File: config.mk
export PLATFORM = sky130hd
export DESIGN_NAME = life_gen_ctrl
export DESIGN_NICKNAME = d
export VERILOG_FILES = /design/src/rtl/life_pkg.sv /design/src/rtl/life_wrap_addr.sv /design/src/rtl/life_gen_ctrl.sv
export SDC_FILE = /design/constraint.sdc
export NUM_CORES = 1
export LEC_CHECK = 0
export ABC_AREA = 1
export CORE_MARGIN = 3
export CORE_UTILIZATION = 34
export DETAILED_ROUTE_END_ITERATION = 8
export PLACE_DENSITY = 0.66
export SLEW_MARGIN = 10
export SYNTH_ARGS = -nofsm -noshare
export SYNTH_HDL_FRONTEND = slang
export SYNTH_SLANG_ARGS = --single-unit
File: constraint.sdc
create_clock -name clk -period 2.32 [get_ports clk]
set_clock_uncertainty 0.05 [all_clocks]
set_input_delay 0.58 -clock clk [delete_from_list [all_inputs] [get_ports clk]]
set_output_delay 0.58 -clock clk [all_outputs]
set_load 0.01 [all_outputs]
File: src/rtl/life_pkg.sv
// Shared types and constants for the Game of Life generation sequencer.
package life_pkg;

  typedef enum logic [2:0] {S_IDLE, S_FETCH, S_WAIT, S_WRITE, S_SWAP} state_t;

  // Neighbour fetch order, clockwise from the cell above.
  localparam logic [3:0] K_CENTRE      = 4'd0;
  localparam logic [3:0] K_UPPER       = 4'd1;
  localparam logic [3:0] K_UPPER_RIGHT = 4'd2;
  localparam logic [3:0] K_RIGHT       = 4'd3;
  localparam logic [3:0] K_LOWER_RIGHT = 4'd4;
  localparam logic [3:0] K_LOWER       = 4'd5;
  localparam logic [3:0] K_LOWER_LEFT  = 4'd6;
  localparam logic [3:0] K_LEFT        = 4'd7;
  localparam logic [3:0] K_UPPER_LEFT  = 4'd8;
  localparam logic [3:0] K_DONE        = 4'd9;

  function automatic logic next_cell(input logic alive, input logic [3:0] count);
    return (count == 4'd3) || (alive && (count == 4'd2));
  endfunction

endpackage

File: src/rtl/life_wrap_addr.sv
// Toroidal neighbour coordinate generator: (x,y,k) -> (nx,ny).
module life_wrap_addr import life_pkg::*; #(
  parameter int MAX_I = 63,
  parameter int MAX_J = 31,
  parameter int XW    = 6,
  parameter int YW    = 5
) (
  input  logic [XW-1:0] x,
  input  logic [YW-1:0] y,
  input  logic [3:0]    k,
  output logic [XW-1:0] nx,
  output logic [YW-1:0] ny
);

  logic [XW-1:0] xm, xp;
  logic [YW-1:0] ym, yp;

  // Explicit compares so non power-of-two grids wrap correctly.
  always_comb begin
    xm = (x == '0)         ? XW'(MAX_I) : x - XW'(1);
    xp = (x == XW'(MAX_I)) ? '0         : x + XW'(1);
    ym = (y == '0)         ? YW'(MAX_J) : y - YW'(1);
    yp = (y == YW'(MAX_J)) ? '0         : y + YW'(1);
    nx = x;
    ny = y;
    case (k)
      K_UPPER:       ny = ym;
      K_UPPER_RIGHT: begin nx = xp; ny = ym; end
      K_RIGHT:       nx = xp;
      K_LOWER_RIGHT: begin nx = xp; ny = yp; end
      K_LOWER:       ny = yp;
      K_LOWER_LEFT:  begin nx = xm; ny = yp; end
      K_LEFT:        nx = xm;
      K_UPPER_LEFT:  begin nx = xm; ny = ym; end
      default: ;
    endcase
  end

endmodule

File: src/rtl/life_gen_ctrl.sv
// Generation sequencer: sweeps the grid, fetches 9 cells per site, writes the
// life rule result into the opposite bank and swaps banks per generation.
module life_gen_ctrl import life_pkg::*; #(
  parameter int MAX_I = 63,
  parameter int MAX_J = 31,
  parameter int XW    = 6,
  parameter int YW    = 5
) (
  input  logic            clk,
  input  logic            rst_n,
  input  logic            start,
  input  logic            run,
  input  logic            pause,
  output logic            busy,
  output logic            done,
  output logic [15:0]     gen_count,
  output logic            cur_bank,
  output logic            rd_en,
  output logic [YW+XW:0]  rd_addr,
  input  logic            rd_data,
  output logic            wr_en,
  output logic [YW+XW:0]  wr_addr,
  output logic            wr_data
);

  state_t          state, nxt;
  logic [XW-1:0]   x, x_nxt, nx;
  logic [YW-1:0]   y, y_nxt, ny;
  logic [3:0]      k, k_iss, iss_k, cap_k, cnt, cnt_sum;
  logic            cap_vld, alive, alive_now;
  logic            last_x, last_y, enter_fetch, issue, rd_go, swap_go;

  always_ff @(posedge clk or negedge rst_n)
    if (!rst_n) state <= S_IDLE;
    else        state <= nxt;

  always_comb begin
    nxt = state;
    case (state)
      S_IDLE:  if (start) nxt = S_FETCH;
      S_FETCH: if (k == K_DONE) nxt = S_WAIT;
      S_WAIT:  nxt = S_WRITE;
      S_WRITE: nxt = (last_x && last_y) ? S_SWAP : S_FETCH;
      S_SWAP:  nxt = run ? S_FETCH : S_IDLE;
      default: nxt = S_IDLE;
    endcase
  end

  // k counts the next index to issue; the centre read goes out on FETCH entry.
  always_comb begin
    last_x      = (x == XW'(MAX_I));
    last_y      = (y == YW'(MAX_J));
    x_nxt       = x;
    y_nxt       = y;
    if (state == S_WRITE) begin
      if (last_x) begin
        x_nxt = '0;
        y_nxt = last_y ? '0 : y + YW'(1);
      end else begin
        x_nxt = x + XW'(1);
      end
    end else if (state == S_SWAP) begin
      x_nxt = '0;
      y_nxt = '0;
    end
    k_iss       = (state == S_FETCH) ? k : K_CENTRE;
    enter_fetch = (nxt == S_FETCH) && (state != S_FETCH);
    issue       = (state == S_FETCH) && (k != K_DONE) && !pause;
    rd_go       = enter_fetch || issue;
    swap_go     = (state == S_WRITE) && (nxt == S_SWAP);
    alive_now   = (cap_vld && cap_k == K_CENTRE) ? rd_data : alive;
    cnt_sum     = cnt + {3'b000, cap_vld && (cap_k != K_CENTRE) && rd_data};
  end

  life_wrap_addr #(.MAX_I(MAX_I), .MAX_J(MAX_J), .XW(XW), .YW(YW)) u_wrap (
    .x(x_nxt), .y(y_nxt), .k(k_iss), .nx(nx), .ny(ny)
  );

  always_ff @(posedge clk or negedge rst_n)
    if (!rst_n) begin
      x         <= '0;
      y         <= '0;
      k         <= '0;
      iss_k     <= '0;
      cap_k     <= '0;
      cap_vld   <= 1'b0;
      alive     <= 1'b0;
      cnt       <= '0;
      rd_en     <= 1'b0;
      rd_addr   <= '0;
      wr_en     <= 1'b0;
      wr_addr   <= '0;
      wr_data   <= 1'b0;
      busy      <= 1'b0;
      done      <= 1'b0;
      cur_bank  <= 1'b0;
      gen_count <= '0;
    end else begin
      x <= x_nxt;
      y <= y_nxt;
      if (enter_fetch) k <= K_UPPER;
      else if (issue)  k <= k + 4'd1;
      rd_en <= rd_go;
      if (rd_go) begin
        rd_addr <= {cur_bank, ny, nx};
        iss_k   <= k_iss;
      end
      cap_vld <= rd_en;
      cap_k   <= iss_k;
      alive   <= alive_now;
      cnt     <= enter_fetch ? '0 : cnt_sum;
      wr_en   <= (state == S_WAIT);
      wr_data <= (state == S_WAIT) && next_cell(alive_now, cnt_sum);
      if (state == S_WAIT) wr_addr <= {~cur_bank, y, x};
      busy    <= (nxt != S_IDLE);
      done    <= swap_go;
      if (swap_go) begin
        cur_bank  <= ~cur_bank;
        gen_count <= gen_count + 16'd1;
      end
    end

endmodule

==> out/metrics.cfg <==
[run_status]
status=completed

[timing]
fin_crit_ns=2.233
worst_slack_ns=0.08651
tightest_slew_ns=0.4023
period_share_pct=96.27
rsz_0062_raised_after_global_routing=true
report.final.setup_viol=0
fmax_mhz=447.7
hold_violations=0
finalSetupTns_ns=0
final_max_slew_viol_count=0
max-slew-margin-rel_pct=73.00

[cts]
cts_hold_buf=0
cts-htree-levels=3
cts_buffers=9
tritoncts_clock_tree=done
later_pin_clock_latency_in_the_skew_report_ns=0.34
clkSlewWorstSetupHoldPaths_ns=0.06
clockRootBuffer=clkbuf_16
tritoncts_num_sinks=78
max-clock-path-buffers=2

[synthesis]
synth-async-reset-ratio_pct=100.0
yosys_warnings=0
syn_area_per_cell_um2=8.141
number_of_enable_flip_flop_cells_after_synthesis=0
netlist_area_um2=4193
ys_seq_area_share_pct=46.55
yosysUniqueCellTypes=37
post_synth_inst_count=515
ys_dominant_reg_cell=dfrtp_1
synth_seq_cells=78
postSynthNetCount=534

[min_path]
holdCritPathClass=in2async

[setup_path]
worst-path-max-fanout=3
worst-endpoint-arrival_ns=2.45
worstSetupStartpoint=y[1]
crit_path_end_kind=flop
crit_chain=ha_2 -> nand2_2 -> nor2_2 -> ha_2 -> nor2_1 -> nand2_1 -> nand2_2 -> nand2_2 -> nand2_2 -> ha_4 -> nand2_4 -> nor2_4 -> ha_4 -> nor2_4 -> nand2_1 -> nand2_1 -> nor2_1 -> a21oi_1
standard_cell_with_the_maximum_stage_delay_on_the_critical_path=dfrtp_1
crit_required_ns=2.53
r2r_start=y[1]
crit_path_start_kind=flop
critical_path.max_stage_delay_ns=0.36
criticalPathCategory=reg2reg
cpMostUsedCell=nand2_2

[cells_and_area]
fraction_of_final_layout_cells_with_drive_strength_greater_than_1_pct=19.87
final_nets=623
layout-area-overhead-vs-synth_pct=31.10
layoutNonFillerInstCount=752
antenna_cells_inserted=0

[floorplanning]
die_width_um=117.1
effective_utilization_at_floorplan_pct=35.80
core_area_um2=11710
die_height_um=117.1
full_die_area_um2=13700
placement_rows=39
design.portCount=52

[placed_design]
dp_hpwl_um=7561
routabilityCongestion=0.8989
preCtsSetupSlack_ns=-0.05173
port_buffers=51
place.detailed.instances=733

[grt]
via_count_of_the_first_global_routing_pass=3598
antenna_violations_before_repair=0
grt_overflow_total=0
grt_use_total_pct=15.60
largest_net_degree_at_the_start_of_global_routing=41
grt_first_pass_wirelength_um=16840

[pwr]
peakVddDrop_uv=449.6
power.static_leakage_nw=2.704
powerDensity_nw_per_um2=1000

[flow_run]
maxCapViolations=0

[detailed_routing]
detailroute.via_count=3627
drc=0
antenna_left=0
vias_per_cell=4.823
drt_iter0_drcs=245
route.final.wire_length_um=10020
firstDrtPassIters=5
avgRoutedWirePerCell_um=13.33

worst paths after layout:
check                           cells past startpoint  slack [ns]            to
worst min-delay path                                1        0.06    rd_addr[4]
max in group asynchronous                           2        1.59  gen_count[6]
worst min register to register                      0        0.33      cap_k[2]
min in group clk                                    0        0.33      cap_k[2]
worst max register to register                     18        0.09    rd_addr[6]
worst max-delay path                               18        0.09    rd_addr[6]
routing by layer:
metal,GRT usage [%],part of all wire [%]
met2,25.94,48
met4,4.893,1.6
met3,3.445,4.5
met5,0,0
met1,20.37,46
registers in the layout (all words and copies together) (netlist names), 3 cells and up:
register   flops
state          3
iss_k          4
x              6
cnt            4
y              5
wr_addr       12
gen_count     16
cap_k          4
rd_addr       12
k              4
Yosys cell counts, types with 5 or more instances:
master	instances	area (um^2)
xnor2_1	10	87.58
xor2_1	12	105.1
dfrtp_1	78	1952
nand4_1	6	37.54
o21ai_2	6	52.55
nand3_1	39	195.2
a21oi_1	10	50.05
nand2_2	7	43.79
o21ai_0	24	120.1
nand2_1	137	514.2
inv_1	51	191.4
nor2_4	5	56.30
ha_1	13	162.7
nand3_2	5	50.05
nor2_1	69	259.0
inv_2	10	37.54
critical path: cells and delay by family (launching register included):
kind,cells,cell delay [ns]
AOI/OAI and AO/OA,1,0.12
DFF,1,0.36
and+or+nand+nor,13,0.88
adders and majority gates,4,0.74
layout by cell type, fill, tap and decap left out, drive strengths merged, types with 2 or more instances in the layout:
master / synthesis / routed
inv: 62 / 64
xor2: 12 / 12
a31oi: 2 / 2
nor2: 76 / 76
clkinv: 1 / 3
ha: 13 / 13
buf: 4 / 34
clkbuf: 2 / 10
o21ai: 32 / 32
a21oi: 10 / 10
nand3: 47 / 47
xnor2: 10 / 10
dfrtp: 78 / 78
nand2: 148 / 148
nor3: 3 / 3
clkdlybuf4s50: 0 / 50
nand4: 6 / 6
nor4: 2 / 2
area by class of cell:
| type | instances | area (um^2) |
|---|---|---|
| inverters | 63 | 241.5 |
| multi-input cells | 368 | 2058 |
| fillers | 1144 | 6215 |
| well taps | 143 | 178.9 |
| repair buffers | 84 | 768.2 |
| clock inverters | 6 | 68.82 |
| flip-flops and latches | 78 | 1952 |
| clock buffers | 10 | 229.0 |
per-stage QoR:
step / hold WS, ns / utilization, % / cell area (um^2) / power (W)
3_5_place_dp: 0.3100 / 43.35 / 5077 / 0.004044
2_1_floorplan: 0.2344 / - / 4195 / 0.003245
4_1_cts: 0.06304 / 45.94 / 5380 / 0.005488
6_report: 0.06105 / 46.93 / 5497 / 0.005498
3_3_place_gp: 0.3143 / 43.35 / 5077 / 0.003991
5_1_grt: 0.07237 / 46.93 / 5497 / 0.005928
cells by family (layout without fill, tap and decap cells):
logic type | count (synthesis) | after routing | synth area share [%]
multiplexers | 1 | 1 | 0.2686
flip-flops | 78 | 78 | 46.55
AO/OA/AOI/OAI | 48 | 48 | 6.566
AND/OR/NAND/NOR | 284 | 284 | 31.42
buffers and inverters | 69 | 163 | 6.714
adder cells (fa/ha/maj) | 13 | 13 | 3.880
XOR/XNOR | 22 | 22 | 4.596
where the power goes:
part | switching (W) | internal, W | leakage, nW
combinational | 0.00132 | 0.000918 | 1.53
clock | 0.000577 | 0.000841 | 0.143
sequential | 0.000181 | 0.00166 | 1.03
total | 0.00207 | 0.00342 | 2.70
repair_timing:
item | CTS | global route
endpoints found under the hold margin | 0 | 0
buffers inserted | 0 | 3
setup endpoints to repair | 2 | 11
gates cloned | 0 | 0
pin swaps | 1 | 24
resized for setup | 2 | 28
Power figures use the tool's default switching activity.
